### src/rtl/muxn_rr.sv
// muxn_rr: N-channel registered multiplexer with a valid/ready output stage.
// Candidate selection is either manual (sel_in) or round-robin from the
// pointer. The pointer starts at CHANNELS-1, so channel 0 is granted first.
// Optional feature macro: MUXN_RR_LOCK_EN adds a `lock` input. While lock is
// high in round-robin mode, only channel ptr may be granted.
module muxn_rr #(
  parameter int unsigned WIDTH    = 8,
  parameter int unsigned CHANNELS = 4,
  parameter int unsigned SEL_W    = 2
) (
  input  logic                      clk,
  input  logic                      rst_n,
  input  logic                      mode,
  input  logic [SEL_W-1:0]          sel_in,
  input  logic [CHANNELS-1:0]       req,
  input  logic [CHANNELS*WIDTH-1:0] din,
`ifdef MUXN_RR_LOCK_EN
  input  logic                      lock,
`endif
  output logic [CHANNELS-1:0]       grant,
  output logic                      out_valid,
  input  logic                      out_ready,
  output logic [WIDTH-1:0]          out_data,
  output logic [SEL_W-1:0]          out_ch
);

  typedef enum logic {
    ST_EMPTY = 1'b0,
    ST_FULL  = 1'b1
  } state_t;

  state_t             r_state;
  state_t             w_state_nxt;
  logic [WIDTH-1:0]   r_data;
  logic [SEL_W-1:0]   r_ch;
  logic [SEL_W-1:0]   r_ptr;

  logic               w_load;
  logic               w_lock_hold;
  logic               w_man_ok;
  logic               w_rr_found;
  logic [SEL_W-1:0]   w_rr_idx;
  logic               w_cand_found;
  logic [SEL_W-1:0]   w_cand_idx;
  logic               w_capture;
  logic [WIDTH-1:0]   w_words [CHANNELS];

`ifdef MUXN_RR_LOCK_EN
  assign w_lock_hold = mode & lock;
`else
  assign w_lock_hold = 1'b0;
`endif

  // Unpack the flat input bus into per-channel words.
  always_comb begin
    for (int unsigned k = 0; k < CHANNELS; k++) begin
      w_words[k] = din[k*WIDTH +: WIDTH];
    end
  end

  // The output register may take a new word when empty or being drained.
  always_comb begin
    w_load = (r_state == ST_EMPTY) || out_ready;
  end

  // Manual candidate: sel_in must be in range and requesting.
  always_comb begin
    w_man_ok = 1'b0;
    if (32'(sel_in) < CHANNELS) begin
      w_man_ok = req[sel_in];
    end
  end

  // Round-robin search from ptr+1 upward, wrapping, ending on ptr itself.
  always_comb begin
    w_rr_found = 1'b0;
    w_rr_idx   = '0;
    for (int unsigned off = 1; off <= CHANNELS; off++) begin
      logic [SEL_W-1:0] idx;
      idx = SEL_W'((32'(r_ptr) + off) % CHANNELS);
      if (!w_rr_found && req[idx]) begin
        w_rr_found = 1'b1;
        w_rr_idx   = idx;
      end
    end
  end

  // Choose the candidate for this cycle according to mode and lock.
  always_comb begin
    w_cand_found = 1'b0;
    w_cand_idx   = '0;
    if (w_lock_hold) begin
      w_cand_found = req[r_ptr];
      w_cand_idx   = r_ptr;
    end else if (mode) begin
      w_cand_found = w_rr_found;
      w_cand_idx   = w_rr_idx;
    end else begin
      w_cand_found = w_man_ok;
      w_cand_idx   = sel_in;
    end
  end

  // A capture needs both a free or draining slot and a candidate.
  always_comb begin
    w_capture = w_load && w_cand_found;
  end

  // State register for the output slot.
  always_ff @(posedge clk or negedge rst_n) begin
    if (!rst_n) begin
      r_state <= ST_EMPTY;
    end else begin
      r_state <= w_state_nxt;
    end
  end

  // Next state: refill on capture, drain when loaded without a candidate.
  always_comb begin
    w_state_nxt = r_state;
    if (w_load) begin
      w_state_nxt = w_capture ? ST_FULL : ST_EMPTY;
    end
  end

  // Output decode: valid follows the slot state, grant is one-hot on capture.
  always_comb begin
    out_valid = (r_state == ST_FULL);
    grant     = '0;
    if (w_capture) begin
      grant[w_cand_idx] = 1'b1;
    end
  end

  // Data path and round-robin pointer; they hold when nothing is captured.
  always_ff @(posedge clk or negedge rst_n) begin
    if (!rst_n) begin
      r_data <= '0;
      r_ch   <= '0;
      r_ptr  <= SEL_W'(CHANNELS - 1);
    end else if (w_capture) begin
      r_data <= w_words[w_cand_idx];
      r_ch   <= w_cand_idx;
      if (mode) begin
        r_ptr <= w_cand_idx;
      end
    end
  end

  assign out_data = r_data;
  assign out_ch   = r_ch;

endmodule

### config.mk
export PLATFORM = sky130hd
export DESIGN_NAME = muxn_rr
export DESIGN_NICKNAME = d
export VERILOG_FILES = /design/src/rtl/muxn_rr.sv
export SDC_FILE = /design/constraint.sdc
export NUM_CORES = 1
export LEC_CHECK = 0
export CORE_MARGIN = 5
export CORE_UTILIZATION = 30
export CTS_CLUSTER_DIAMETER = 100
export DETAILED_ROUTE_END_ITERATION = 10
export HOLD_SLACK_MARGIN = 0.15
export PLACE_DENSITY = 0.68
export SKIP_CTS_REPAIR_TIMING = 1
export SLEW_MARGIN = 10
export SYNTH_ARGS = -nofsm -noshare
export SYNTH_HDL_FRONTEND = slang
export SYNTH_SLANG_ARGS = --single-unit
### constraint.sdc
create_clock -name clk -period 8.1 [get_ports clk]
set_input_delay 2.43 -clock clk [delete_from_list [all_inputs] [get_ports clk]]
set_output_delay 2.43 -clock clk [all_outputs]
set_load 0.03 [all_outputs]
==> qor.txt, run 1 <==
FF/Latch Area = 328 sq um
Placer Congestion = 0.814
Die width = 68.8 um
Fin. max-slew vios = 0
CP Max Fanout = 10
Clk sinks = 13
First-pass GRT wire length = 4060 um
Reg2Reg Setup Slack = 5.60 ns
Post-Synthesis Cells = 95
Worst setup SP type = input port
Mean post-synth cell area = 10.9 sq um
Reg2reg path depth = 6
CTS tree = done
Fin crit period = 7.63 ns
Crit path DAT = 5.20 ns
Final #Nets = 191
RSZ-0062 raised after global routing = no
Max_cap viols = 0
GRT Util Overall = 0.114
DRT iter0 DRCs = 34
Final setup vio count = 0
Slew @ Worst Pin = 0.779 ns
Grt ovf = 0
CTS Buffer Depth = 2
Most frequent CP cell = clkdlybuf4s50_1
Most frequent cells in the layout = 56 x clkdlybuf4s50_1, 11 x nor2_1, 11 x dfrtp_1
Count of cell types in the netlist = 35
Initial antenna violation count = 0
Share of cells above drive strength 1 = 0.182
Largest net degree at the start of global routing = 18
Die Ht = 68.8 um
First-pass detailed-route iteration total = 4
Slowest cell on crit path = clkdlybuf4s50_1
Final WL = 2760 um
Sequential area share after synthesis = 0.316
Crit share post-route = 0.942
Core Footprint = 0.00334 sq mm
Inserted Clock Buffers = 3
Full die area = 0.00473 sq mm
Multi-input gate area = 626 sq um
Final Hold Fails = 0
Worst min-delay path class = register to register
Buf+Inv Stages, Crit Path = 2
CP Cell Sequence = clkdlybuf4s50_1 -> or3b_1 -> a21oi_1 -> a221oi_1 -> o31ai_4 -> nand2_1 -> nor2_1 -> clkdlybuf4s50_1
Post-DR wirelength/cell = 14.2 um
Vias in the first global route = 935
Hold Path Depth = 1
Synth warn = 0
CP max stage delay = 0.69 ns
Routed vias = 969
Critical Path End Type = primary output
Commonest non-fill, non-tap cell in the layout = clkdlybuf4s50_1
# port buffers = 56
Crit path required time = 5.67 ns
Reg2Reg Capture Point = out_data[6]
# rows = 21
Setup tns final = 0 ns
Pwr Density = 259 mW/mm^2
Setup CP Type = input port to primary output
Ant diodes = 0
Initial Utilization = 0.310
Final-layout fill cell count = 306
Status = finished, final reports clean
Mapped cell area = 0.00104 sq mm
Worst-path clk slew = 0.07 ns
Routed vias/inst = 4.99
FMAX = 131 MHz
R2R Path Start = r_ptr[1]
Leak pwr = 0.619 nW
Hold_sp = out_ch[1]
HPWL Detailed = 2290 um
Synthesized Nets = 137
Worst hold path endpoint = out_ch[1]
Synthesis-to-layout area growth = 57.1%
Root Buffer = clkbuf_4
Io pins = 57
Depth of the CTS H-tree = 1
Worst skew pair latency = 0.26 ns
DRC violations left = 0
Clock Skews = 0.00278 ns
Top delay family on crit path = buffers and inverters
Flops & latches, synth = 13
Hold WS = 0.503 ns
Relative slew slack = 0.481
Peak VDD IR = 0.0696 mV
Logic depth of the worst path, buffers included = 8
Final antenna-violating net count = 0
[cell usage after synthesis (all sizes together)]
| library cell | number | share of area |
|---|---|---|
| a211oi | 1 | 0.0072 |
| a21boi | 1 | 0.0072 |
| a21oi | 7 | 0.037 |
| a221o | 1 | 0.0097 |
| a221oi | 1 | 0.0085 |
| a311oi | 1 | 0.0085 |
| a31oi | 2 | 0.018 |
| and3b | 1 | 0.0085 |
| buf | 7 | 0.054 |
| clkbuf | 1 | 0.0036 |
| dfrtp | 11 | 0.27 |
| dfstp | 2 | 0.051 |
| inv | 6 | 0.022 |
| mux2 | 9 | 0.098 |
| mux4 | 10 | 0.22 |
| nand2 | 10 | 0.036 |
| nand2b | 2 | 0.012 |
| nand4 | 1 | 0.0060 |
| nor2 | 11 | 0.040 |
| nor3b | 1 | 0.0072 |
| nor4 | 1 | 0.0060 |
| o21a | 1 | 0.0072 |
| o21bai | 1 | 0.0072 |
| o22ai | 2 | 0.012 |
| o31ai | 1 | 0.021 |
| or2 | 1 | 0.0060 |
| or3b | 1 | 0.0085 |
| or4 | 1 | 0.0072 |
[kinds of logic (layout without fill, tap and decap cells)]
kind of cell	Yosys count	in the layout	synth area share
simple gates	30	30	0.138
mux	19	19	0.322
buf+inv	14	67	0.0797
flops	13	13	0.316
compound gates	19	19	0.144
[worst max path at each step]
stage,startpoint,endpoint,slack (ns)
after detailed placement,req[0],grant[3],0.46
after global placement,req[0],grant[2],0.53
final,req[0],grant[3],0.47
after global routing,req[0],grant[3],0.26
after floorplan,req[0],grant[2],1.58
after CTS,req[0],grant[3],0.47
[per-stage QoR]
stage                     cells  area (sq um)  total power [W]  setup WS [ns]   util
after floorplan              95          1040         0.000298           1.58      -
after detailed placement    190          1600         0.000387          0.464  0.480
after global routing        194          1630         0.000448          0.259  0.488
after CTS                   194          1630         0.000426          0.472  0.488
after global placement      190          1600         0.000381          0.527  0.480
final                       194          1630         0.000422          0.474  0.488
[state kept, by name, indices dropped and copies added (netlist names)]
| signal | flops |
|---|---|
| out_valid | 1 |
| out_ch | 2 |
| out_data | 8 |
| r_ptr | 2 |
[area by class of cell]
| type | count | area share |
|---|---|---|
| Timing Repair Buffer | 57 | 0.349 |
| Tap cell | 46 | 0.0354 |
| Multi-Input combinational cell | 68 | 0.384 |
| Clock buffer | 4 | 0.0161 |
| Inverter | 6 | 0.0138 |
| Sequential cell | 13 | 0.201 |
[layer usage]
metal	vias to the layer above	GRT usage	share of wire
met5	-	0	0
met4	0	0.0462	0.0076
met3	4	0.0243	0.12
met2	55	0.203	0.45
met1	449	0.133	0.42
li1	461	-	-
[report_power, final]
group | switching (W) | leakage, nW | internal [W]
Clock | 0.0000186 | 0.0150 | 0.0000190
Combinational | 0.000128 | 0.458 | 0.000131
Sequential | 0.0000263 | 0.146 | 0.0000984
Power figures use the tool's default switching activity.
==> run 2, diff against run 1 <==
Settings changed: CAP_MARGIN set to 5.
==> results of run 2 <==
No change in the layout: final DEF, timing and power equal those of run 1.
